### src/rtl/fanout_pkg.sv
// Shared defaults and token type for the eager-fork fanout controller.
package fanout_pkg;

   localparam int NUM_OUT_DEF = 7;
   localparam int DATA_W_DEF  = 17;
   localparam int CNT_W_DEF   = 16;

   typedef logic [DATA_W_DEF-1:0] token_t;

endpackage

### src/rtl/fanout_fifo2.sv
// Two-entry register FIFO; the registered count keeps the producer side free of any
// combinational dependence on consumer readiness.
module fanout_fifo2
   import fanout_pkg::*;
#(
   parameter int DATA_W = DATA_W_DEF
) (
   input  logic              clk,
   input  logic              rst_n,
   input  logic              clk_en,
   input  logic              flush,
   input  logic              push_i,
   input  logic [DATA_W-1:0] data_i,
   input  logic              pop_i,
   output logic [DATA_W-1:0] head_o,
   output logic [1:0]        count_o,
   output logic              full_o,
   output logic              empty_o
);

   logic [DATA_W-1:0] mem_q [2];
   logic              wrPtr_q, wrPtr_d;
   logic              rdPtr_q, rdPtr_d;
   logic [1:0]        count_q, count_d;

   // Flush wins over any simultaneous push or pop.
   always_comb begin
      wrPtr_d = wrPtr_q;
      rdPtr_d = rdPtr_q;
      count_d = count_q;
      if (flush) begin
         wrPtr_d = 1'b0;
         rdPtr_d = 1'b0;
         count_d = 2'd0;
      end else begin
         if (push_i) wrPtr_d = ~wrPtr_q;
         if (pop_i)  rdPtr_d = ~rdPtr_q;
         case ({push_i, pop_i})
            2'b10:   count_d = count_q + 2'd1;
            2'b01:   count_d = count_q - 2'd1;
            default: count_d = count_q;
         endcase
      end
   end

   always_ff @(posedge clk or negedge rst_n) begin
      if (!rst_n) begin
         mem_q[0] <= '0;
         mem_q[1] <= '0;
         wrPtr_q  <= 1'b0;
         rdPtr_q  <= 1'b0;
         count_q  <= 2'd0;
      end else if (clk_en) begin
         if (push_i && !flush) mem_q[wrPtr_q] <= data_i;
         wrPtr_q <= wrPtr_d;
         rdPtr_q <= rdPtr_d;
         count_q <= count_d;
      end
   end

   assign head_o  = mem_q[rdPtr_q];
   assign count_o = count_q;
   assign full_o  = (count_q == 2'd2);
   assign empty_o = (count_q == 2'd0);

endmodule

### src/rtl/fanout_fork_ctrl.sv
// Eager fork: each enabled branch takes the head token once; the head retires when
// every enabled branch has taken it.
module fanout_fork_ctrl
   import fanout_pkg::*;
#(
   parameter int NUM_OUT = NUM_OUT_DEF,
   parameter int DATA_W  = DATA_W_DEF,
   parameter int CNT_W   = CNT_W_DEF
) (
   input  logic                      clk,
   input  logic                      rst_n,
   input  logic                      clk_en,
   input  logic                      flush,
   input  logic [NUM_OUT-1:0]        cfg_en_mask,
   input  logic [DATA_W-1:0]         in_data,
   input  logic                      in_valid,
   output logic                      in_ready,
   output logic [NUM_OUT*DATA_W-1:0] out_data,
   output logic [NUM_OUT-1:0]        out_valid,
   input  logic [NUM_OUT-1:0]        out_ready,
   output logic [CNT_W-1:0]          tok_cnt,
   output logic                      busy
);

   logic [DATA_W-1:0]  headData;
   logic [1:0]         fifoCount;
   logic               fifoFull, fifoEmpty;
   logic               headV, push, pop;
   logic [NUM_OUT-1:0] done;
   logic [NUM_OUT-1:0] taken_q, taken_d;
   logic [CNT_W-1:0]   tokCnt_q, tokCnt_d;

   fanout_fifo2 #(.DATA_W(DATA_W)) u_fifo (
      .clk     (clk),
      .rst_n   (rst_n),
      .clk_en  (clk_en),
      .flush   (flush),
      .push_i  (push),
      .data_i  (in_data),
      .pop_i   (pop),
      .head_o  (headData),
      .count_o (fifoCount),
      .full_o  (fifoFull),
      .empty_o (fifoEmpty)
   );

   assign headV     = (fifoCount != 2'd0);
   assign in_ready  = ~fifoFull;
   assign busy      = ~fifoEmpty;
   assign push      = in_valid & in_ready & clk_en;
   assign out_valid = {NUM_OUT{headV}} & cfg_en_mask & ~taken_q;
   assign done      = ~cfg_en_mask | taken_q | out_ready;
   assign pop       = headV & clk_en & (&done);

   for (genvar i = 0; i < NUM_OUT; i++) begin : g_lane
      assign out_data[i*DATA_W +: DATA_W] = headData;
   end

   // Taken flags clear on retire so the next head is offered to every branch afresh.
   always_comb begin
      taken_d  = taken_q;
      tokCnt_d = tokCnt_q;
      if (flush) begin
         taken_d  = '0;
         tokCnt_d = '0;
      end else if (pop) begin
         taken_d = '0;
         if (tokCnt_q != {CNT_W{1'b1}}) tokCnt_d = tokCnt_q + CNT_W'(1);
      end else begin
         taken_d = taken_q | (out_valid & out_ready);
      end
   end

   always_ff @(posedge clk or negedge rst_n) begin
      if (!rst_n) begin
         taken_q  <= '0;
         tokCnt_q <= '0;
      end else if (clk_en) begin
         taken_q  <= taken_d;
         tokCnt_q <= tokCnt_d;
      end
   end

   assign tok_cnt = tokCnt_q;

endmodule

### config.mk
export PLATFORM = sky130hd
export DESIGN_NAME = fanout_fork_ctrl
export DESIGN_NICKNAME = d
export VERILOG_FILES = /design/src/rtl/fanout_pkg.sv /design/src/rtl/fanout_fifo2.sv /design/src/rtl/fanout_fork_ctrl.sv
export SDC_FILE = /design/constraint.sdc
export NUM_CORES = 1
export LEC_CHECK = 0
export CAP_MARGIN = 40
export CELL_PAD_IN_SITES_DETAIL_PLACEMENT = 1
export CELL_PAD_IN_SITES_GLOBAL_PLACEMENT = 1
export CORE_AREA = 2 2 138 100
export DETAILED_ROUTE_END_ITERATION = 12
export DIE_AREA = 0 0 140 102
export GPL_TIMING_DRIVEN = 0
export PLACE_DENSITY_LB_ADDON = 0.1
export SETUP_SLACK_MARGIN = 0.15
export SYNTH_ARGS = -nofsm -noshare
export SYNTH_HDL_FRONTEND = slang
export SYNTH_SLANG_ARGS = --single-unit
### constraint.sdc
create_clock -name clk -period 2.9 [get_ports clk]
set_input_delay 0.87 -clock clk [delete_from_list [all_inputs] [get_ports clk]]
set_output_delay 0.87 -clock clk [all_outputs]
set_load 0.005 [all_outputs]
==> Yosys cells after proc, flatten, opt, wreduce, memory -nomap -nowiden <==
Index checks and enable logic that the tools add are counted.
{ "op_classes": {"n_lt_le_gt_ge": 3, "n_reduce_logical": 15, "bitwise": 18, "n_mux": 17, "eq_ne": 4, "addsub": 3} }
{ "op_table": {"columns": ["cell", "n"], "rows": [
  ["two-way mux 17 bit", 4],
  ["two-way mux 16 bit", 3],
  ["bitwise mux 34 bit", 1],
  ["AND 7 bit", 3],
  ["OR 7 bit", 3],
  ["demux 17 bit (select 1 bit)", 1],
  ["adder 16 x 1 -> 16 bit (second input constant)", 1],
  ["inequality test 16 bit (second input constant)", 1],
  ["two-way mux 7 bit", 2],
  ["NOT 7 bit", 2],
  ["AND reduction 2 bit", 4],
  ["nonzero test 2 bit", 4],
  ["AND reduction 7 bit", 1],
  ["AND 1 bit", 4],
  ["equality test 2 bit (second input constant)", 2],
  [">= comparator 2 bit (second input constant)", 2],
  ["two-way mux 1 bit", 4],
  ["NOT 1 bit", 4],
  ["NOT 1 -> 2 bit", 2],
  ["case mux 2 bit (2 select lines)", 1],
  ["AND reduction 3 bit", 1],
  ["nonzero test 3 bit", 1],
  ["adder 2 x 1 -> 2 bit (second input constant)", 1],
  ["equality test 2 x 1 -> 1 bit (second input constant)", 1],
  ["other kinds (6)", 7]
]} }
{ "totals": {"reg_bits": 61, "in_bits": 36} }

==> Depth between registers and ports, before layout <==
{ "logic_depth": {"word_depth": 8, "ltp_mapped": 7, "ltp_nobuf": 6} }

==> Hierarchy <==
From an unflattened synthesis, not the netlist that was laid out.
{ "unflattened": {"cells_unflattened": 375, "area_unflattened_um2": 4035.1} }
{ "by_module_without_submodules": {"columns": ["mod", "n_inst", "area_each_um2", "cells_each"], "rows": [
  ["fanout_fork_ctrl", 1, 2235.9, 255],
  ["fanout_fifo2", 1, 1799.2, 120]
]} }

==> Worst setup path after synthesis <==
Ideal clock, no wire load.
{ "synth_timing": {"path_kind": "register to output", "startpoint": "register u_fifo.rdPtr_q", "endpoint": "output out_data[100]", "setup_slack_ns": 0.482, "path_stages_with_launch": 5, "n_path_buf": 3, "arrival_ns": 1.548, "required_time_ns": 2.030, "path_cell_list": "dfrtp_1 clkbuf_1 buf_1 mux2_2 buf_4"} }
{ "synth_via": {"elab_chain_cells": 4} }
{ "synth_lines": {"columns": ["item", "line_no", "text"], "rows": [
  ["from (decl)", "fanout_fifo2.sv:23", "logic rdPtr_q, rdPtr_d;"],
  ["from (signal assigned)", "fanout_fifo2.sv:56", "rdPtr_q <= rdPtr_d;"],
  ["NOT 1 -> 2 bit (not written as such)", "fanout_fifo2.sv:61", "assign head_o = mem_q[rdPtr_q];"],
  ["two-way mux 17 bit (not written as such) (3 in a row)", "fanout_fifo2.sv:61", null],
  ["to (decl)", "fanout_fork_ctrl.sv:18", "output logic [NUM_OUT*DATA_W-1:0] out_data,"]
]} }
Every way passes these cells. The select of a mux whose other input is x is not followed.

==> Worst setup path after layout <==
{ "layout_timing": {"startpoint": "input flush", "endpoint": "register u_fifo.mem_q[8] in the netlist's numbering"} }
{ "layout_via": {"elab_chain_cells": 3} }
{ "layout_lines": {"columns": ["item", "line_no", "text"], "rows": [
  ["from (decl)", "fanout_fork_ctrl.sv:13", "input logic flush,"],
  ["zero test 1 bit", "fanout_fifo2.sv:54", "if (push_i && !flush) mem_q[wrPtr_q] <= data_i;"],
  ["logical AND 1 bit", "fanout_fifo2.sv:54", null],
  ["AND reduction 2 bit (no source line)", null, null],
  ["to (signal, indexed assignment)", "fanout_fifo2.sv:54", null],
  ["to (decl)", "fanout_fifo2.sv:21", "logic [DATA_W-1:0] mem_q [2];"]
]} }
Every way passes these cells.
A chain may end at the register's enable or synchronous reset.

==> impl_metrics.toml <==
[clocking]
cts-buffers-inserted = 9
clk_latency_ns = 0.32
cts.sinks = 61
clk_pin_slew_ns = 0.05
cts_max_path_buffers = 2
cts_max_level = 3
cts-root-buf = "clkbuf_16"
cts_tree = "done"

[yosys]
synth-async-reset-ratio_pct = 100.0
synth_top_area_share_pct = 38.99
syn-instance-count = 377
synth_top_area_cell = "dfrtp_1"
syn_avg_cell_area_um2 = 10.38
yosys_register_bits = 61
yosysWarnings = 0
synth-edff-count = 0
netlist_top_cells_area = "dfrtp_1, buf_4, mux2_2"
syn-num-nets = 414
synth_area_mm2 = 0.003915
synth_seq_area_share_pct = 38.99
yosys_most_used_dff = "dfrtp_1"
netlist-cell-type-count = 44

[floorplanning]
die_area_mm2 = 0.01428
coreArea_mm2 = 0.01292
die_h_um = 102
initial_core_util_pct = 30.31
fp.dieW_um = 140
rows = 35
pin_count = 180

[grt]
grt_max_degree = 62
grtUsageTotal_pct = 16.69
grt_pass1_wl_um = 19020
overflow = 0
grt_pass1_vias = 3751
antenna_found_initial = 0

[sta]
finalClockSkew_ns = 0.008205
slew_viol_final = 0
worst_pin_slew_ns = 0.8140
rsz0062_at_grt = "yes"
timing.fmax_ghz = 0.3673
max_slew_margin_pct = 45.73
post-route-min-period_ns = 2.722
finalWorstSetupSlack_ns = 0.1778
hold_viol_final = 0
period_share_pct = 93.87
setup_viol = 0

[setup_path]
cp-start-kind = "input port"
worstSetupEndpointType = "register"
required_ns = 3.10
crit_arrival_ns = 2.92
reg2reg_slack_ns = 0.71
worst-path-max-fanout = 10
crit_type = "input port to register"

[status]
status = "finished, violations left"
violations = "design-rule violations"

[pwr]
peakVddDrop_uv = 497.7
power_w = 0.006973
pwr_density_cell_mw_per_mm2 = 1076
leakage_nw = 3.114

[routing]
drt_first_iter_violations = 118
first_pass_iters = 8
vias = 3485
ant_nets = 0
post_drt_wl_per_cell_um = 15.59
vias_per_cell = 4.526
drc_errors = 14
wirelength_um = 12000

[final_layout]
syn_to_final_growth_pct = 65.48
mostFrequentLayoutCells = "buf_4, dlygate4sd2_1, clkdlybuf4s50_1"
antenna-diode-count = 0
layout.nets = 636
drive_above_1_share_pct = 37.09
fin_cells = 770
mostFrequentLayoutCell = "buf_4"
fin_util_pct = 50.15

[placement]
place_inst = 722
dp_slack_ns = -0.5115
gp_congestion = 0.8079
io_buffers = 179
place_hpwl_um = 8756

[min_path]
min-delay-path-class = "register to register"

[job]
maxCapViolCount = 0
cells by family (layout without fill, tap and decap cells):
group / count (synthesis) / after routing / share of synthesized area (%)
buffers and inverters: 117 / 344 / 21.32
and+or+nand+nor: 106 / 106 / 16.43
muxes: 62 / 62 / 17.61
DFF: 61 / 61 / 38.99
AOI/OAI and AO/OA: 30 / 30 / 5.337
adders and majority gates: 1 / 1 / 0.3195
cell type report:
| cell class | instances | area [um^2] |
|---|---|---|
| plain buffers | 114 | 849.6 |
| well taps | 166 | 207.7 |
| multi-input cells | 199 | 1690 |
| clock inverters | 4 | 23.77 |
| flip-flops and latches | 61 | 1526 |
| repair buffers | 211 | 1923 |
| clock buffers | 12 | 246.5 |
| inverters | 3 | 11.26 |
| fillers | 1422 | 6440 |
flip-flops by register name, indices dropped and copies added, names as in the netlist:
register,cells
taken_q,7
tok_cnt,16
u_fifo.count_o,2
u_fifo.mem_q,34
u_fifo.rdPtr_q,1
u_fifo.wrPtr_q,1
synth_stat cells, drive strengths merged (4+ instances only):
cell type,instances
nand4,5
a21oi,9
buf,110
nor3,4
mux2,55
o31ai,4
or4,5
nand2b,8
nand2,18
a31oi,8
nor2,20
clkbuf,4
nand3,9
dfrtp,61
nor3b,16
nor4,6
mux2i,7
report_power, final:
part / switching, W / internal [W]
registers: 0.000209 / 0.00115
clock network: 0.000370 / 0.000598
logic: 0.00151 / 0.00314
repair_timing:
item,CTS,global route
pin swaps,2,2
cloned,0,0
hold buffers,0,0
resized for setup,139,16
setup buffers,26,6
setup endpoints to repair,160,56
per-layer routing:
layer	vias to the layer above	GRT usage [%]	share of wire (%)	routed length [um]
li1	1665	-	-	-
met1	1705	20.62	44	5295
met2	108	29.71	50	5960
met3	7	4.358	5.5	663
met4	0	3.885	0.71	85
met5	-	0	0	0
path summary, 6_finish.rpt:
path,from,endpoint,depth (start not counted)
setup / recovery,flush,u_fifo.mem_q[8],6
hold / removal,u_fifo.mem_q[11],u_fifo.mem_q[11],1
setup reg to reg,tok_cnt[1],tok_cnt[1],6
hold reg to reg,u_fifo.mem_q[11],u_fifo.mem_q[11],1
max in group asynchronous,rst_n,u_fifo.mem_q[16],1
min in group asynchronous,rst_n,tok_cnt[7],1
per-stage QoR:
step	instance area, um^2	hold slack [ns]	TNS (ns)
after floorplan	3915	0.4585	0
after global placement	5914	0.4695	-95.87
after detailed placement	5912	0.4795	-32.57
after CTS	6377	0.5014	0
after global routing	6479	0.5258	0
final	6479	0.5024	0
worst max-delay path: stages:
cell and delay (ns):
clkdlybuf4s50_1 0.56, nand2b_1 0.32, or3_1 0.39, buf_2 0.20, buf_2 0.24, mux2_1 0.34
No activity file was read; power rests on OpenSTA's default activity.
